File: config.mk
export PLATFORM = sky130hd
export DESIGN_NAME = reg_bank_arbiter
export DESIGN_NICKNAME = d
export VERILOG_FILES = /design/src/rtl/reg_bank_arbiter.sv
export SDC_FILE = /design/constraint.sdc
export NUM_CORES = 1
export LEC_CHECK = 0
export CORE_ASPECT_RATIO = 0.8
export CORE_MARGIN = 3
export CORE_UTILIZATION = 41
export DETAILED_ROUTE_END_ITERATION = 7
export GPL_TIMING_DRIVEN = 0
export PLACE_DENSITY_LB_ADDON = 0.15
export SYNTH_ARGS = -nofsm -noshare
export SYNTH_HDL_FRONTEND = slang
export SYNTH_SLANG_ARGS = --single-unit
File: constraint.sdc
create_clock -name clk -period 1.7 [get_ports clk]
set_input_delay 0.17 -clock clk [delete_from_list [all_inputs] [get_ports clk]]
set_output_delay 0.17 -clock clk [all_outputs]
set_load 0.05 [all_outputs]
File: src/rtl/reg_bank_arbiter.sv
// Four-register write bank shared by four requesters through a round-robin
// arbiter; one write per cycle, combinational read port, saturating write counter.
module reg_bank_arbiter #(
   parameter int W = 4,
   parameter int N = 4
) (
   input  logic           clk,
   input  logic           reset,
   input  logic [N-1:0]   req,
   input  logic [N*W-1:0] wdata,
   input  logic [2*N-1:0] waddr,
   input  logic           clr,
   output logic [N-1:0]   gnt,
   output logic [N*W-1:0] q_bank,
   input  logic [1:0]     raddr,
   output logic [W-1:0]   rdata,
   output logic [7:0]     wr_count
);

   // Handshake: requester i keeps req[i], its wdata slice and its waddr slice
   // stable until it sees gnt[i] high; the write lands on that same rising edge.

   logic [W-1:0] bank_q [N];
   logic [W-1:0] bank_d [N];
   logic [W-1:0] wdata_a [N];
   logic [1:0]   waddr_a [N];
   logic [1:0]   rr_ptr_q, rr_ptr_d;
   logic [7:0]   wr_count_q, wr_count_d;
   logic [1:0]   gnt_idx;
   logic [1:0]   scan_idx;
   logic         gnt_found;
   logic         gnt_any;

   always_comb begin
      for (int i = 0; i < N; i++) begin
         wdata_a[i]          = wdata[W*i +: W];
         waddr_a[i]          = waddr[2*i +: 2];
         q_bank[W*i +: W]    = bank_q[i];
      end
   end

   // Search starts at rr_ptr and wraps, so the last winner gets lowest priority.
   always_comb begin
      gnt_found = 1'b0;
      gnt_idx   = rr_ptr_q;
      scan_idx  = rr_ptr_q;
      for (int k = 0; k < N; k++) begin
         scan_idx = rr_ptr_q + 2'(k);
         if (!gnt_found && req[scan_idx]) begin
            gnt_found = 1'b1;
            gnt_idx   = scan_idx;
         end
      end
      gnt_any = gnt_found && !clr && reset;
      gnt     = '0;
      if (gnt_any) gnt[gnt_idx] = 1'b1;
   end

   always_comb begin
      bank_d     = bank_q;
      rr_ptr_d   = rr_ptr_q;
      wr_count_d = wr_count_q;
      if (clr) begin
         for (int i = 0; i < N; i++) bank_d[i] = '0;
      end else if (gnt_any) begin
         bank_d[waddr_a[gnt_idx]] = wdata_a[gnt_idx];
         rr_ptr_d                 = gnt_idx + 2'd1;
         if (wr_count_q != 8'hFF) wr_count_d = wr_count_q + 8'd1;
      end
   end

   always_ff @(posedge clk or negedge reset) begin
      if (!reset) begin
         for (int i = 0; i < N; i++) bank_q[i] <= '0;
         rr_ptr_q   <= 2'd0;
         wr_count_q <= 8'd0;
      end else begin
         for (int i = 0; i < N; i++) bank_q[i] <= bank_d[i];
         rr_ptr_q   <= rr_ptr_d;
         wr_count_q <= wr_count_d;
      end
   end

   assign rdata    = bank_q[raddr];
   assign wr_count = wr_count_q;

endmodule
* After elaboration in Yosys (flattened, before gate mapping)
Index checks and enable logic that the tools add are counted.
Widths: inputs -> output; s select.
** Operators by class
- Bitwise operators :: 4
- Equality and inequality tests :: 1
- Reduce and logical (&&, ||, !) cells :: 14
- $add $sub $neg :: 5
- Mux-type cells :: 32
- Order comparisons :: 10
** Operators by type and width (count)
- $mux 16 :: 2
- $mux 4 :: 6
- $bmux 4 s2 :: 2
- $bwmux 16 :: 1
- $lt 2x3->1 const B :: 5
- $mux 2 :: 5
- $ge 3x3->1 const B :: 3
- $mux 1 :: 9
- $not 2->3 :: 3
- $add 8x1->8 const B :: 1
- $bmux 1 s2 :: 4
- $demux 4 s2 :: 1
- $ne 8x8->1 const B :: 1
- $logic_and 1x1->1 :: 7
- $add 2x1->2 const B :: 2
- $add 2x2->2 const B :: 2
- $bmux 2 s2 :: 1
- $logic_not 1->1 :: 4
- $lt 3x1->1 const B :: 1
- $reduce_and 3->1 :: 1
- $demux 1 s2 :: 1
- $ge 2x1->1 const B :: 1
- $reduce_and 2->1 :: 1
- $reduce_bool 2->1 :: 1
- $not 1->1 :: 1
** Storage, ports and cells
- Flip-flop bits (word level) :: 26
- Input bits :: 33

* Logic depth before layout (Yosys ltp)
- Depth after elaboration :: 24
- Mapped depth :: 9

* Worst setup path after synthesis
OpenSTA, ideal clock, no wires.
- Path type :: reg2reg
- Start point :: reg wr_count_q[4] (netlist: wr_count[4])
- End point :: reg wr_count_q[1] (netlist: wr_count[1])
- Path slack :: -260 ps
- Arrival time :: 1835 ps
- Library setup time :: 125 ps
- Stages on the path, launching flop included :: 5
- Required time :: 1575 ps
- Path through :: dfrtp_1 > and3_1 > and3_1 > a311oi_2 > mux2_2
** On the way
- Word-level cells in the longest chain between the ends :: 2
** Ends and longest elaborated chain
- start: declaration :: line 28 : logic [7:0] wr_count_q, wr_count_d;
- start signal: assignment :: line 80 : wr_count_q <= wr_count_d;
- $ne 8x8->1 :: line 68 : if (wr_count_q != 8'hFF) wr_count_d = wr_count_q + 8'd1;
- $reduce_and 3->1 (no source line)
No other way between the ends.
A chain may end at the register's enable or synchronous reset.

* Worst setup path after layout
- Start point :: reg rr_ptr_q[0]
- End point :: out gnt[1]
** On the way
- Word-level cells in the longest chain between the ends :: 17
- Elaborated cells between the ends (all ways) :: 32
- Those cells by class :: add/sub: 3; order compare: 2; mux: 18; reduce/logical: 9
** Ends and longest elaborated chain
- start: declaration :: line 27 : logic [1:0] rr_ptr_q, rr_ptr_d;
- start signal: assignment :: line 79 : rr_ptr_q <= rr_ptr_d;
- branches (longest 16 deep; another with $lt 2x3->1)
- $mux 4 (*) :: line 56 : if (gnt_any) gnt[gnt_idx] = 1'b1;
- end: declaration :: line 13 : output logic [N-1:0] gnt,
Mark *: on every way between the ends. The select of a mux whose other input is x is not followed.

==> results.toml <==
[placement]
dp.cells = 276
place_ws_ns = -2.04
dpl.hpwl_um = 3670
portBuffers = 63
placed_area_mm2 = 0.00262
gp_congestion = 0.816

[timing]
setup_viol = 20
slew_violations = 0
fin_skew_ns = 0.00682
finalHoldViolations = 0
rsz0062_at_grt = "true"
fin_crit_sh = 1.20
final.setup.worst_slack_ns = -0.338
tightest_slew_ns = 0.544
max_freq_ghz = 0.491
slew_headroom = 0.636
min_period_ns = 2.04

[yosys]
synth.distinct_cells = 46
synth_edf_count = 0
synth_fp_nets = 194
avgSynthCellArea_um2 = 11.7
ys_seq_area_frac = 0.357
ys_seq_elements = 26
syn-instance-count = 156
yosysWarnings = 0
async_reset_ff_frac = 1.00
syn_area_mm2 = 0.00182
synth_ff_type = "dfrtp_1"

[critical_path]
worst_setup_path_start_kind = "flip-flop"
critical_path.cell_chain = "nor2b_1 -> a2111o_4 -> nand2_8 -> inv_4 -> ha_2 -> and2_4 -> buf_8"
crit_slowest_cell = "a2111o_4"
critical_path_buf_inv_count = 2
critPathTopFamily = "compound AO/OA/AOI/OAI gates"
critPathMaxFanout = 5
worstPathArrival_ns = 1.87
critPathKind = "flip-flop to output pin"
cpPeakStageDelay_ns = 0.51
cp-end-kind = "output pin"
worst_ep_required_time_ns = 1.53

[cts]
cts.clk_slew.worst_paths_ns = 0.10
cts.sinks = 26
clk_latency_ns = 0.27
root_buffer = "clkbuf_8"
cts_made_buffers = 3
h-tree-depth = 1
cts_buffer_depth = 2
cts_tree = "yes"

[run_status]
status = "finished with violations"
failed_checks = "setup timing"

[die]
core_mm2 = 0.00423
die_y_um = 65.6
die_w_um = 80.5
io_pins = 65
die_area_mm2 = 0.00528
rows = 21
start_util = 0.431

[finish]
finalNonFillerCells = 295
layout.nets = 277
layout-drive-gt1-share = 0.387
diodes = 0
num-fill-cells = 312
finish.instance_area_mm2 = 0.00296
area_delta_synth_final_pct = 62.7

[global_routing]
overflow = 0
grt_pass1_wl_um = 8070
grt_pass1_vias = 1645
grt_max_degree = 27
antenna_found_initial = 0
grt_usage = 0.197

[detailed_routing]
drtAntennaViolNets = 0
post_drt_wl_per_cell_um = 17.5
routed_via_density = 5.41
drtIter0Drc = 89
vias = 1597
wl_um = 5170
dr.pass1.iters = 4
drc = 0

[pwr]
ir_worst_vdd_uv = 898
power.total_mw = 3.98
p_leak_nw = 1.32
power_density_mw_per_mm2 = 1340

[worst_hold_path]
min_path_type = "input pin to flip-flop"

[job]
maxCapViolations = 0
==> state kept, by name, summed over array words and instances (netlist names) <==
| register | cells |
|---|---|
| q_bank | 16 |
| wr_count | 8 |
| rr_ptr_q | 2 |
==> stage by stage <==
step,setup TNS (ns),util,hold WS (ns)
after detailed placement,-43.62,0.619,0.488
final,-6.05,0.701,0.404
after global placement,-39.66,0.619,0.477
after global routing,-8.10,0.701,0.434
after CTS,-6.34,0.676,0.393
after floorplan,-1.23,-,-0.126
==> final timing paths <==
kind | from | to | slack, ns | cells after the start
min | reset | rr_ptr_q[1] | 0.40 | 5
max reg2reg | rr_ptr_q[1] | q_bank[15] | -0.34 | 8
min in group asynchronous | reset | q_bank[2] | 0.46 | 3
max in group asynchronous | reset | rr_ptr_q[0] | 1.06 | 3
max | rr_ptr_q[0] | gnt[1] | -0.34 | 7
min reg2reg | wr_count[5] | wr_count[5] | 0.50 | 1
==> cell type report <==
type / count / area (µm²) / share of cell area
well taps: 57 / 71.3 / 0.0241
clock inverters: 1 / 30.0 / 0.0101
flip-flops and latches: 26 / 658 / 0.222
plain buffers: 5 / 41.3 / 0.0139
inverters: 3 / 13.8 / 0.00464
repair buffers: 78 / 771 / 0.260
clock buffers: 3 / 41.3 / 0.0139
multi-input cells: 122 / 1340 / 0.451
==> power by group <==
| part | internal (mW) | total, mW | switching, mW |
|---|---|---|---|
| Combinational | 1.03 | 2.50 | 1.47 |
| Sequential | 0.790 | 0.964 | 0.174 |
| Clock | 0.315 | 0.515 | 0.200 |
==> repair_timing <==
| item | CTS | global route |
|---|---|---|
| endpoints found under the hold margin | 26 | 0 |
| hold buffers | 2 | 0 |
| setup buffers | 7 | 6 |
| endpoints found under the setup margin | 35 | 32 |
| pin swaps | 7 | 17 |
| resized for setup | 69 | 31 |
==> cell usage after synthesis (3+ instances only) <==
cell type / n / area, µm²
dfrtp_1: 26 / 651
mux2i_1: 20 / 200
nand2b_1: 16 / 100
and3_1: 7 / 43.8
nand3_1: 6 / 30.0
ha_1: 5 / 62.6
xnor2_1: 5 / 43.8
a211o_1: 4 / 35.0
a211oi_1: 4 / 30.0
and2_1: 4 / 25.0
mux4_2: 4 / 90.1
o211ai_1: 4 / 30.0
a21oi_1: 3 / 15.0
nand2_1: 3 / 11.3
nand3_2: 3 / 30.0
nor2_1: 3 / 11.3
o21ai_0: 3 / 15.0
==> placed cells by master, fill, tap and decap left out, drive strengths merged, types with 4 or more instances in the layout <==
master	count
nand2b	16
xnor2	5
a211oi	6
nand3	9
mux4	4
and2	4
mux2i	20
o21ai	4
ha	5
nand2	4
dlymetal6s2s	4
o211ai	6
a211o	4
clkdlybuf4s50	45
and3	8
buf	26
clkbuf	5
dlygate4sd2	5
dfrtp	26
==> per-layer routing <==
layer	wire, µm	vias up	GRT usage	part of all wire
met1	2290	797	0.257	0.44
li1	-	756	-	-
met5	0	-	0	0
met3	269	4	0.0384	0.052
met2	2600	40	0.346	0.50
met4	16	0	0.0253	0.0031
==> worst reg2reg max path, cell delays in order, from the launching register on <==
cell and delay, ns:
dfrtp_1 0.38, buf_6 0.14, a21o_1 0.18, a2bb2oi_2 0.16, buf_4 0.14, o211ai_1 0.12
a211oi_2 0.44, o211ai_4 0.18, mux2i_1 0.16
==> cells by family after synthesis <==
kind of cell,synth area share
flip-flops,0.357
adder cells (fa/ha/maj),0.0343
multiplexers,0.166
buffers and inverters,0.0247
XOR/XNOR,0.0337
AO/OA/AOI/OAI,0.186
AND/OR/NAND/NOR,0.198
Power figures use the tool's default switching activity.
